==> src/rtl/ysyx_25060170_lsu_if.sv <==
// Handshake/bus bundles around the load/store unit: EXU->LSU op, SRAM-style
// memory bus, and LSU->WBU result. Each bundle has master/slave views.

interface ysyx_25060170_exu_ls_if #(
  parameter int ADDR_W = 32,
  parameter int DATA_W = 32,
  parameter int REG_W  = 5
);
  logic              ex_valid;
  logic              ls_ready;
  logic [ADDR_W-1:0] exu_res;
  logic [DATA_W-1:0] store_data;
  logic [REG_W-1:0]  rd_addr;
  logic              ls_ren;
  logic              ls_wen;
  logic [1:0]        ls_size;
  logic              ls_unsigned;

  modport master (
    output ex_valid, exu_res, store_data, rd_addr, ls_ren, ls_wen, ls_size, ls_unsigned,
    input  ls_ready
  );
  modport slave (
    input  ex_valid, exu_res, store_data, rd_addr, ls_ren, ls_wen, ls_size, ls_unsigned,
    output ls_ready
  );
endinterface

interface ysyx_25060170_mem_if #(
  parameter int ADDR_W = 32,
  parameter int DATA_W = 32
);
  logic              mem_req;
  logic              mem_we;
  logic [ADDR_W-1:0] mem_addr;
  logic [DATA_W-1:0] mem_wdata;
  logic [3:0]        mem_wmask;
  logic              mem_gnt;
  logic              mem_rvalid;
  logic [DATA_W-1:0] mem_rdata;

  modport master (
    output mem_req, mem_we, mem_addr, mem_wdata, mem_wmask,
    input  mem_gnt, mem_rvalid, mem_rdata
  );
  modport slave (
    input  mem_req, mem_we, mem_addr, mem_wdata, mem_wmask,
    output mem_gnt, mem_rvalid, mem_rdata
  );
endinterface

interface ysyx_25060170_ls_wb_if #(
  parameter int DATA_W = 32,
  parameter int REG_W  = 5
);
  logic              ls_valid;
  logic              wb_ready;
  logic [DATA_W-1:0] wb_data;
  logic [REG_W-1:0]  wb_rd_addr;
  logic              ls_misalign;

  modport master (
    output ls_valid, wb_data, wb_rd_addr, ls_misalign,
    input  wb_ready
  );
  modport slave (
    input  ls_valid, wb_data, wb_rd_addr, ls_misalign,
    output wb_ready
  );
endinterface

==> src/rtl/ysyx_25060170_lsu.sv <==
// Load/store stage: one SRAM-style bus transaction per memory op, registered result to WBU.
// Optional misaligned-access trap: define YSYX_25060170_LSU_MISALIGN_CHK_EN.

module ysyx_25060170_lsu #(
  parameter int ADDR_W = 32,
  parameter int DATA_W = 32,
  parameter int REG_W  = 5
) (
  input  logic                          clk,
  input  logic                          rst,
  ysyx_25060170_exu_ls_if.slave         exu_if,
  ysyx_25060170_mem_if.master           mem_if,
  ysyx_25060170_ls_wb_if.master         wb_if
);

  typedef enum logic [1:0] {S_IDLE, S_REQ, S_WAIT, S_DONE} state_e;

  state_e            state_q, state_d;
  logic [ADDR_W-1:0] addr_q;
  logic [DATA_W-1:0] wdata_q, rdata_q;
  logic [3:0]        wmask_q;
  logic              we_q, uns_q, mis_q;
  logic [1:0]        size_q;
  logic [REG_W-1:0]  rd_q;

  logic              out_valid_q, out_mis_q;
  logic [DATA_W-1:0] out_data_q;
  logic [REG_W-1:0]  out_rd_q;

  logic              ls_ready, accept, mem_op, misalign;
  logic              latch_op, cap_rdata, load_out;
  logic [3:0]        wmask_n;
  logic [DATA_W-1:0] wdata_n, shifted, load_ext, out_data_n;
  logic [REG_W-1:0]  out_rd_n;
  logic              out_mis_n;

  assign ls_ready = (state_q == S_IDLE) & (~out_valid_q | wb_if.wb_ready);
  assign accept   = exu_if.ex_valid & ls_ready;
  assign mem_op   = exu_if.ls_ren | exu_if.ls_wen;

`ifdef YSYX_25060170_LSU_MISALIGN_CHK_EN
  // Size 2'b11 decodes as word, so any size with bit 1 set needs word alignment.
  assign misalign = ((exu_if.ls_size == 2'b01) & exu_if.exu_res[0]) |
                    (exu_if.ls_size[1] & (exu_if.exu_res[1:0] != 2'b00));
`else
  assign misalign = 1'b0;
`endif

  // Store lanes are resolved at accept time so the bus fields come straight from flops.
  always_comb begin
    // NOTE: every always_comb output gets a default first so no path infers a latch.
    wmask_n = 4'hF;
    wdata_n = exu_if.store_data;
    case (exu_if.ls_size)
      2'b00: begin
        wmask_n = 4'b0001 << exu_if.exu_res[1:0];
        wdata_n = {4{exu_if.store_data[7:0]}};
      end
      2'b01: begin
        wmask_n = 4'b0011 << {exu_if.exu_res[1], 1'b0};
        wdata_n = {2{exu_if.store_data[15:0]}};
      end
      default: ;
    endcase
    if (!exu_if.ls_wen) wmask_n = 4'h0;
  end

  assign shifted = rdata_q >> {addr_q[1:0], 3'b000};

  always_comb begin
    load_ext = shifted;
    case (size_q)
      2'b00: load_ext = uns_q ? {{(DATA_W-8){1'b0}}, shifted[7:0]}
                              : {{(DATA_W-8){shifted[7]}}, shifted[7:0]};
      2'b01: load_ext = uns_q ? {{(DATA_W-16){1'b0}}, shifted[15:0]}
                              : {{(DATA_W-16){shifted[15]}}, shifted[15:0]};
      default: ;
    endcase
  end

  always_comb begin
    state_d    = state_q;
    latch_op   = 1'b0;
    cap_rdata  = 1'b0;
    load_out   = 1'b0;
    out_data_n = DATA_W'(exu_if.exu_res);
    out_rd_n   = exu_if.rd_addr;
    out_mis_n  = 1'b0;
    case (state_q)
      S_IDLE: begin
        if (accept) begin
          if (mem_op) begin
            latch_op = 1'b1;
            state_d  = misalign ? S_DONE : S_REQ;
          end else begin
            load_out = 1'b1;
          end
        end
      end
      S_REQ: begin
        if (mem_if.mem_gnt) begin
          cap_rdata = mem_if.mem_rvalid;
          state_d   = mem_if.mem_rvalid ? S_DONE : S_WAIT;
        end
      end
      S_WAIT: begin
        if (mem_if.mem_rvalid) begin
          cap_rdata = 1'b1;
          state_d   = S_DONE;
        end
      end
      S_DONE: begin
        load_out   = 1'b1;
        out_rd_n   = rd_q;
        out_mis_n  = mis_q;
        out_data_n = (mis_q | we_q) ? '0 : load_ext;
        state_d    = S_IDLE;
      end
      default: state_d = S_IDLE;
    endcase
  end

  always_ff @(posedge clk or negedge rst) begin
    if (!rst) state_q <= S_IDLE;
    else      state_q <= state_d;
  end

  // NOTE: sequential state uses <= only, so every flop samples pre-edge values.
  always_ff @(posedge clk or negedge rst) begin
    if (!rst) begin
      addr_q  <= '0;
      wdata_q <= '0;
      wmask_q <= '0;
      we_q    <= 1'b0;
      uns_q   <= 1'b0;
      mis_q   <= 1'b0;
      size_q  <= '0;
      rd_q    <= '0;
      rdata_q <= '0;
    end else begin
      if (latch_op) begin
        addr_q  <= exu_if.exu_res;
        wdata_q <= wdata_n;
        wmask_q <= wmask_n;
        we_q    <= exu_if.ls_wen;
        uns_q   <= exu_if.ls_unsigned;
        mis_q   <= misalign;
        size_q  <= exu_if.ls_size;
        rd_q    <= exu_if.rd_addr;
      end
      if (cap_rdata) rdata_q <= mem_if.mem_rdata;
    end
  end

  // Result register: held until WBU takes it; a same-cycle reload wins over the clear.
  always_ff @(posedge clk or negedge rst) begin
    if (!rst) begin
      out_valid_q <= 1'b0;
      out_mis_q   <= 1'b0;
      out_data_q  <= '0;
      out_rd_q    <= '0;
    end else if (load_out) begin
      out_valid_q <= 1'b1;
      out_mis_q   <= out_mis_n;
      out_data_q  <= out_data_n;
      out_rd_q    <= out_rd_n;
    end else if (wb_if.wb_ready) begin
      out_valid_q <= 1'b0;
      out_mis_q   <= 1'b0;
    end
  end

  assign exu_if.ls_ready  = ls_ready;

  assign mem_if.mem_req   = (state_q == S_REQ);
  assign mem_if.mem_we    = we_q & (state_q == S_REQ);
  assign mem_if.mem_addr  = {addr_q[ADDR_W-1:2], 2'b00};
  assign mem_if.mem_wdata = wdata_q;
  assign mem_if.mem_wmask = (state_q == S_REQ) ? wmask_q : 4'h0;

  assign wb_if.ls_valid    = out_valid_q;
  assign wb_if.wb_data     = out_data_q;
  assign wb_if.wb_rd_addr  = out_rd_q;
  assign wb_if.ls_misalign = out_mis_q;

endmodule

==> src/flat_wrapper.sv <==
// flat-port wrapper written by rule: the top's interface ports become plain ports
module ysyx_25060170_lsu_flat 
#(
  parameter int ADDR_W = 32,
  parameter int DATA_W = 32,
  parameter int REG_W  = 5
)
  (clk, rst, exu_if_ex_valid, exu_if_exu_res, exu_if_store_data, exu_if_rd_addr, exu_if_ls_ren, exu_if_ls_wen, exu_if_ls_size, exu_if_ls_unsigned, exu_if_ls_ready, mem_if_mem_req, mem_if_mem_we, mem_if_mem_addr, mem_if_mem_wdata, mem_if_mem_wmask, mem_if_mem_gnt, mem_if_mem_rvalid, mem_if_mem_rdata, wb_if_ls_valid, wb_if_wb_data, wb_if_wb_rd_addr, wb_if_ls_misalign, wb_if_wb_ready);
  ysyx_25060170_exu_ls_if #(.ADDR_W(ADDR_W), .DATA_W(DATA_W), .REG_W(REG_W)) exu_if_i ();
  ysyx_25060170_mem_if #(.ADDR_W(ADDR_W), .DATA_W(DATA_W)) mem_if_i ();
  ysyx_25060170_ls_wb_if #(.DATA_W(DATA_W), .REG_W(REG_W)) wb_if_i ();
  input  logic clk;
  input  logic rst;
  input wire logic [$bits(exu_if_i.ex_valid)-1:0] exu_if_ex_valid;
  input wire logic [$bits(exu_if_i.exu_res)-1:0] exu_if_exu_res;
  input wire logic [$bits(exu_if_i.store_data)-1:0] exu_if_store_data;
  input wire logic [$bits(exu_if_i.rd_addr)-1:0] exu_if_rd_addr;
  input wire logic [$bits(exu_if_i.ls_ren)-1:0] exu_if_ls_ren;
  input wire logic [$bits(exu_if_i.ls_wen)-1:0] exu_if_ls_wen;
  input wire logic [$bits(exu_if_i.ls_size)-1:0] exu_if_ls_size;
  input wire logic [$bits(exu_if_i.ls_unsigned)-1:0] exu_if_ls_unsigned;
  output wire logic [$bits(exu_if_i.ls_ready)-1:0] exu_if_ls_ready;
  output wire logic [$bits(mem_if_i.mem_req)-1:0] mem_if_mem_req;
  output wire logic [$bits(mem_if_i.mem_we)-1:0] mem_if_mem_we;
  output wire logic [$bits(mem_if_i.mem_addr)-1:0] mem_if_mem_addr;
  output wire logic [$bits(mem_if_i.mem_wdata)-1:0] mem_if_mem_wdata;
  output wire logic [$bits(mem_if_i.mem_wmask)-1:0] mem_if_mem_wmask;
  input wire logic [$bits(mem_if_i.mem_gnt)-1:0] mem_if_mem_gnt;
  input wire logic [$bits(mem_if_i.mem_rvalid)-1:0] mem_if_mem_rvalid;
  input wire logic [$bits(mem_if_i.mem_rdata)-1:0] mem_if_mem_rdata;
  output wire logic [$bits(wb_if_i.ls_valid)-1:0] wb_if_ls_valid;
  output wire logic [$bits(wb_if_i.wb_data)-1:0] wb_if_wb_data;
  output wire logic [$bits(wb_if_i.wb_rd_addr)-1:0] wb_if_wb_rd_addr;
  output wire logic [$bits(wb_if_i.ls_misalign)-1:0] wb_if_ls_misalign;
  input wire logic [$bits(wb_if_i.wb_ready)-1:0] wb_if_wb_ready;
  assign exu_if_i.ex_valid = exu_if_ex_valid;
  assign exu_if_i.exu_res = exu_if_exu_res;
  assign exu_if_i.store_data = exu_if_store_data;
  assign exu_if_i.rd_addr = exu_if_rd_addr;
  assign exu_if_i.ls_ren = exu_if_ls_ren;
  assign exu_if_i.ls_wen = exu_if_ls_wen;
  assign exu_if_i.ls_size = exu_if_ls_size;
  assign exu_if_i.ls_unsigned = exu_if_ls_unsigned;
  assign exu_if_ls_ready = exu_if_i.ls_ready;
  assign mem_if_mem_req = mem_if_i.mem_req;
  assign mem_if_mem_we = mem_if_i.mem_we;
  assign mem_if_mem_addr = mem_if_i.mem_addr;
  assign mem_if_mem_wdata = mem_if_i.mem_wdata;
  assign mem_if_mem_wmask = mem_if_i.mem_wmask;
  assign mem_if_i.mem_gnt = mem_if_mem_gnt;
  assign mem_if_i.mem_rvalid = mem_if_mem_rvalid;
  assign mem_if_i.mem_rdata = mem_if_mem_rdata;
  assign wb_if_ls_valid = wb_if_i.ls_valid;
  assign wb_if_wb_data = wb_if_i.wb_data;
  assign wb_if_wb_rd_addr = wb_if_i.wb_rd_addr;
  assign wb_if_ls_misalign = wb_if_i.ls_misalign;
  assign wb_if_i.wb_ready = wb_if_wb_ready;
  ysyx_25060170_lsu #(.ADDR_W(ADDR_W), .DATA_W(DATA_W), .REG_W(REG_W)) u_core (.clk(clk), .rst(rst), .exu_if(exu_if_i), .mem_if(mem_if_i), .wb_if(wb_if_i));
endmodule
==> config.mk <==
export PLATFORM = sky130hd
export DESIGN_NAME = ysyx_25060170_lsu_flat
export DESIGN_NICKNAME = d
export VERILOG_FILES = /design/src/rtl/ysyx_25060170_lsu_if.sv /design/src/rtl/ysyx_25060170_lsu.sv /design/src/flat_wrapper.sv
export SDC_FILE = /design/constraint.sdc
export NUM_CORES = 1
export LEC_CHECK = 0
export CAP_MARGIN = 20
export CORE_ASPECT_RATIO = 0.75
export CORE_UTILIZATION = 40
export CTS_CLUSTER_DIAMETER = 60
export DETAILED_ROUTE_END_ITERATION = 10
export GPL_ROUTABILITY_DRIVEN = 0
export HOLD_SLACK_MARGIN = 0.05
export PLACE_DENSITY = 0.84
export SLEW_MARGIN = 20
export SYNTH_ARGS = -nofsm -noshare
export SYNTH_HDL_FRONTEND = slang
export SYNTH_SLANG_ARGS = --single-unit
export TNS_END_PERCENT = 5
==> constraint.sdc <==
create_clock -name clk -period 1.8 [get_ports clk]
set_input_delay 0.18 -clock clk [delete_from_list [all_inputs] [get_ports clk]]
set_output_delay 0.18 -clock clk [all_outputs]
set_load 0.02 [all_outputs]
==> results of run 1 <==
==> what timing repair did <==
item                                    in CTS  in global routing
endpoints found under the hold margin       86                  0
cloned                                       0                  0
endpoints found under the setup margin      44                 58
resized for setup                           18                 12
hold buffers                                 1                  0
==> power groups by stage <==
stage | logic (mW) | registers [mW] | clock network, mW
floorplan | 5.20 | 6.68 | 0
global placement | 9.58 | 6.13 | 0
detailed placement | 9.84 | 6.18 | 0
CTS | 9.89 | 6.17 | 3.49
global route | 10.7 | 6.35 | 3.63
finish | 9.89 | 6.19 | 3.42
==> stage by stage <==
step                util, %  total power [mW]  setup TNS, ns
floorplan                 -              11.9        -0.0399
global placement       55.3              15.7        -0.0960
detailed placement     55.3              16.0          -2.07
CTS                    58.5              19.5              0
global route           58.4              20.7         -0.924
finish                 58.4              19.5              0
==> state kept, by name, indices dropped and copies added (netlist names), 4 cells and up <==
name,cells
u_core.mem_if.mem_wdata,32
u_core.wb_if.wb_rd_addr,5
u_core.wb_if.wb_data,32
u_core.rd_q,5
u_core.addr_q,32
u_core.wmask_q,4
u_core.rdata_q,32
==> critical path, cell delays in order (launching register included) <==
cell and delay [ns]:
dfrtp_1 0.38, buf_4 0.15, ha_1 0.21, nor2b_1 0.16
a41oi_4 0.27, buf_12 0.22, nand3b_1 0.15, o311ai_2 0.11
==> cell families after synthesis <==
kind of cell | Yosys count
simple gates | 301
flops | 149
compound gates | 127
buf+inv | 90
mux | 82
fa+ha+maj | 4
other cells | 1
==> routing by layer <==
metal	vias up	global-route usage [%]	share of wire (%)	wire (um)
met4	4	6.37	1.2	261
met1	3053	32.5	45	9730
met3	25	7.82	8.9	1940
li1	2915	-	-	-
met5	-	0	0.12	27
met2	258	36.4	45	9820
==> worst max path at each step <==
stage	to	slack (ns)
after floorplan	u_core.wb_if.wb_data[24]	-0.005
after global placement	exu_if_ls_ready	-0.07
after detailed placement	u_core.state_q[1]	-0.13
after CTS	u_core.wb_if.wb_data[16]	0.002
after global routing	u_core.wb_if.wb_data[21]	-0.05
final	u_core.wb_if.wb_data[22]	0.02
==> final cells by class <==
class                   count  area [sq um]  share of cell area, %
multi-input cells         517          3170                   30.5
repair buffers            261          2630                   25.3
inverters                   6          22.5                  0.216
well taps                 242           303                   2.91
clock inverters             5          77.6                  0.745
clock buffers              22           474                   4.55
flip-flops and latches    149          3730                   35.8
==> synth_stat cells, drive strengths merged, types with 2 or more instances <==
master	number
a21o	9
o21ai	43
and2	6
o311ai	8
nand3b	17
a32oi	7
inv	6
nand2b	4
nor2b	11
buf	63
a211oi	8
a22oi	2
o21a	8
mux2	33
mux2i	48
clkbuf	21
a211o	7
o221ai	8
nor2	24
o211ai	8
dfrtp	149
ha	4
a21oi	11
nand2	235
==> cell usage in the layout, fill, tap and decap left out, types with 12 or more instances in the layout <==
| cell type | netlist | final |
|---|---|---|
| dfrtp_1 | 149 | 148 |
| mux2i_1 | 48 | 48 |
| mux2_2 | 33 | 33 |
| clkdlybuf4s50_1 | 0 | 210 |
| o21ai_0 | 42 | 42 |
| buf_4 | 34 | 30 |
| buf_12 | 0 | 12 |
| nand2_1 | 235 | 235 |
| nand3b_1 | 17 | 17 |
| clkbuf_16 | 0 | 17 |
| nor2_1 | 24 | 23 |
==> impl_metrics.toml, run 1 <==
[setup_path]
worstSetupStartpoint = "u_core.state_q[0]"
cp-start-kind = "flip-flop"
critPathMaxFanout = 35
path_class = "flip-flop to flip-flop"
r2r_slack_ns = 0.02
r2r_end = "u_core.wb_if.wb_data[22]"
reg2reg_depth = 7
crit_path_end_kind = "flip-flop"
required_ns = 2.08
arrival_ns = 2.07
reg2reg_from = "u_core.state_q[0]"

[cts]
cts.root.buffer_cell = "clkbuf_16"
cts_buffer_depth = 2
post-cts-setup-buffers = 0
clkSinkCount = 149
cts-htree-levels = 4
clk_latency_ns = 0.42
cts_tree = "yes"
cts_made_buffers = 17
clk_pin_slew_ns = 0.06

[global_route]
grt_use_total_pct = 23.9
grt_pass1_vias = 6176
grt_pass1_wl_um = 33900
grt.overflow.total = 0
grt_max_degree = 55
grt_antenna_before_repair = 3

[route]
drt-initial-drc-count = 390
vias = 6255
drcViolationCount = 0
wl_per_cell_um = 18.1
ant_nets = 0
vias_per_cell = 5.20
dr.pass1.iters = 4
drt-total-wl_um = 21800

[logic_synthesis]
syn_area_per_cell_sq_um = 9.73
netlist_area_sq_mm = 0.00733
ys.warnings.count = 0
synth_top_family_by_area = "simple AND/OR/NAND/NOR gates"
synth_simple_gate_area_share_pct = 17.2
synthMuxAreaShare_pct = 11.9
synth-seq-cells = 149
synth-compound-area-share_pct = 12.3
synth-edff-count = 0
yosysTopAreaCell = "dfrtp_1"
syn_inst = 754
yosys.area.top_type_share_pct = 50.8
synth_xor_xnor_area_share_pct = 0
ys_async_sr_fraction_pct = 100
synth.distinct_cells = 43
ys.flop_type = "dfrtp_1"
ys_seq_area_share_pct = 50.8
synth_area_leaders = "dfrtp_1 51%, nand2_1 12%, mux2i_1 6.6%, mux2_2 5.1%, buf_4 3.5%"
synth_adder_area_share_pct = 0.682

[floorplan]
start_util_pct = 41.2
fp.dieW_um = 158
die_y_um = 119
ios = 222
row_count = 42
core_area_sq_mm = 0.0178
die-area_sq_mm = 0.0189

[pwr]
leakage_nw = 4.66
powerDensity_mw_per_mm2 = 1870
p_switching_mw = 7.67
power_frac_comb_pct = 50.7
internal_power_mw = 11.8
p_sw_share_pct = 39.3
vdd_drop_max_uv = 1050
pwr-share-clk_pct = 17.5
seqPwrFrac_pct = 31.8

[timing]
slew_violations = 0
max_slew.worst_pin.slew_ns = 0.522
post-route-period-util_pct = 99.1
period_minus_slack_ns = 1.78
fmax_ghz = 0.561
finalClockSkew_ns = 0.00756
grt_setup_unrepaired = "true"
slew_headroom_pct = 65.1
finalHoldViolCount = 0
whs_ns = 0.245
fin_ws_ns = 0.0161
finalSetupViolCount = 0

[outcome]
status = "completed"

[placed_design]
dp_cells = 1174
place_area_sq_mm = 0.00985
place_hpwl_um = 15800
place_ws_ns = -0.125
port_buffers = 218

[final_layout]
final_cells = 1202
design_area_sq_mm = 0.0104
diodes = 0
fillers = 1501
drive_above_1_share_pct = 12.7
nNetsFinal = 1068
syn2layout_area_growth_pct = 42.0

[job]
drv_cap = 0

[hold_path]
min_path_type = "input pin to asynchronous set/reset pin"
No activity file was read; power rests on OpenSTA's default activity.
==> inputs of run 2 (changes only) <==
- CORE_UTILIZATION: 40 -> 30
- CTS_CLUSTER_SIZE: default -> 8
- PLACE_DENSITY: 0.84 -> 0.66
- clock period: 1.8 -> 1.7 ns (I/O delays scaled with it)
==> impl_metrics.toml, run 2 (same netlist as run 1, synthesis figures left out) <==
[setup_path]
crit_top_cell = "buf_6"
path_cells = "inv_2, ha_4, buf_6, nand2_4, nor2_4, buf_6, clkbuf_16, mux2_4"
crit_buf_inv = 4
critPathMaxFanout = 8
worstSetupStartpoint = "u_core.state_q[0]"
timing.critical_path.max_delay_family = "buffers and inverters"
arrival_ns = 2.08
reg2reg_from = "u_core.state_q[0]"
crit_path_end_kind = "flip-flop"
r2r_slack_ns = -0.08
required_ns = 2.01
path_class = "flip-flop to flip-flop"
crit_path_max_incr_delay_ns = 0.37
cpMaxStageDelayCell = "dfrtp_1"
cp-start-kind = "flip-flop"

[global_route]
use_met3_pct = 8.41
grt_pass1_vias = 6366
grtUsageMet2_pct = 29.2
grt_max_degree = 47
grt.overflow.total = 0
grt_use_total_pct = 19.4
grtUsageMet1_pct = 25.3
grt_antenna_before_repair = 3
grt_pass1_wl_um = 36400
grt-busiest-layer = "met2"

[cts]
cts_buffer_depth = 2
cts-htree-levels = 4
cts_tree = "yes"
clk_pin_slew_ns = 0.06
cts.root.buffer_cell = "clkbuf_16"
clkSinkCount = 149
clk_latency_ns = 0.43
cts_made_buffers = 17

[timing]
slew_violations = 0
grt_setup_unrepaired = "true"
fmax_ghz = 0.563
post-route-period-util_pct = 104
period_minus_slack_ns = 1.78
finalSetupViolCount = 59
finalHoldViolCount = 0
fin_ws_ns = -0.0759
whs_ns = 0.234
finalClockSkew_ns = 0.00807

[job]
drv_cap = 0

[outcome]
violations = "setup timing"
status = "finished with violations"

[hold_path]
min_path_type = "input pin to asynchronous set/reset pin"

[route]
drt-total-wl_um = 24600
drcViolationCount = 0
wl_per_cell_um = 18.4
vias_per_cell = 4.77
dr.pass1.iters = 5
ant_nets = 0
drt-initial-drc-count = 408
vias = 6377

[pwr]
leakage_nw = 5.07
total_power_mw = 22.9
powerDensity_mw_per_mm2 = 2040
vdd_drop_max_uv = 1000

[floorplan]
ios = 222
die-area_sq_mm = 0.0251
die_y_um = 137
fp.dieW_um = 183
row_count = 49
core_area_sq_mm = 0.0240
start_util_pct = 30.6

[placed_design]
port_buffers = 218
place_area_sq_mm = 0.0102
place_hpwl_um = 17000

[final_layout]
final_cell_mix = "234 x nand2_1, 210 x clkdlybuf4s50_1, 147 x dfrtp_1"
design_area_sq_mm = 0.0113
layout_commonest_cell = "nand2_1"
drive_above_1_share_pct = 17.6
multi_input_area_sq_mm = 0.00334
utilization_pct = 47.0
seq_area_sq_mm = 0.00373
fillers = 2200
syn2layout_area_growth_pct = 53.6
nNetsFinal = 1105
[run 2: changes by cell type in the layout (fill, tap and decap cells not counted), moves of 3 or more]
cell | before | now
mux2_2 | 33 | 1
mux2_4 | 0 | 32
buf_4 | 30 | 51
buf_6 | 1 | 14
o21ai_0 | 42 | 32
o21ai_1 | 1 | 11
clkbuf_16 | 17 | 22
clkbuf_2 | 5 | 0
diode_2 | 0 | 4
nor2b_1 | 11 | 8
nor2b_2 | 0 | 3
[run 2: area by class of cell]
| class | count | share of cell area [%] |
|---|---|---|
| antenna | 4 | 0.0889 |
| tap | 331 | 3.68 |
| sequential | 149 | 33.1 |
| clock buffer | 19 | 4.02 |
| inverter | 6 | 0.200 |
| clock inverter | 12 | 1.57 |
| multi-input combinational | 517 | 29.6 |
| timing repair buffer | 298 | 27.7 |
[run 2: repair_timing]
action | CTS | global route
hold buffers | 1 | 0
buffers inserted | 3 | 1
cloned | 2 | 6
pin swaps | 1 | 4
hold endpoints to repair | 149 | 0
endpoints found under the setup margin | 76 | 76
resized for setup | 53 | 60
[run 2: final timing paths]
path / endpoint / depth (start not counted)
min in group clk: u_core.uns_q / 3
max in group asynchronous: u_core.wb_if.wb_data[24] / 3
setup / recovery: u_core.rdata_q[10] / 8
hold reg to reg: u_core.addr_q[13] / 2
setup reg to reg: u_core.rdata_q[10] / 8
hold / removal: u_core.rd_q[2] / 2
[run 2: worst reg2reg max path: cells and delay by family, from the launching register on]
kind,cells,cell delay (ns)
adders and majority gates,1,0.31
buffers and inverters,4,0.48
DFF,1,0.37
muxes,1,0.31
and+or+nand+nor,2,0.19
[run 2: stage by stage]
stage	setup TNS (ns)	cells	setup slack, ns
6_report	-2.39	1336	-0.0759
5_1_grt	-7.73	1332	-0.147
4_1_cts	-2.92	1325	-0.0796
3_5_place_dp	-15.72	1288	-0.193
3_3_place_gp	-9.84	1288	-0.150
2_1_floorplan	-0.511	756	-0.0478
[run 2: metal layers]
layer / vias to the layer above / routed length (um) / share of wire [%]
li1: 2998 / - / -
met1: 3111 / 11200 / 46
met5: - / 17 / 0.069
met2: 241 / 10700 / 43
met4: 2 / 249 / 1.0
met3: 25 / 2470 / 10
[run 2: power by group]
| group | internal, mW | switching, mW | leakage, nW |
|---|---|---|---|
| clock | 2.53 | 1.56 | 0.306 |
| sequential | 5.26 | 1.28 | 1.84 |
| combinational | 6.27 | 6.04 | 2.93 |
| total | 14.1 | 8.87 | 5.07 |
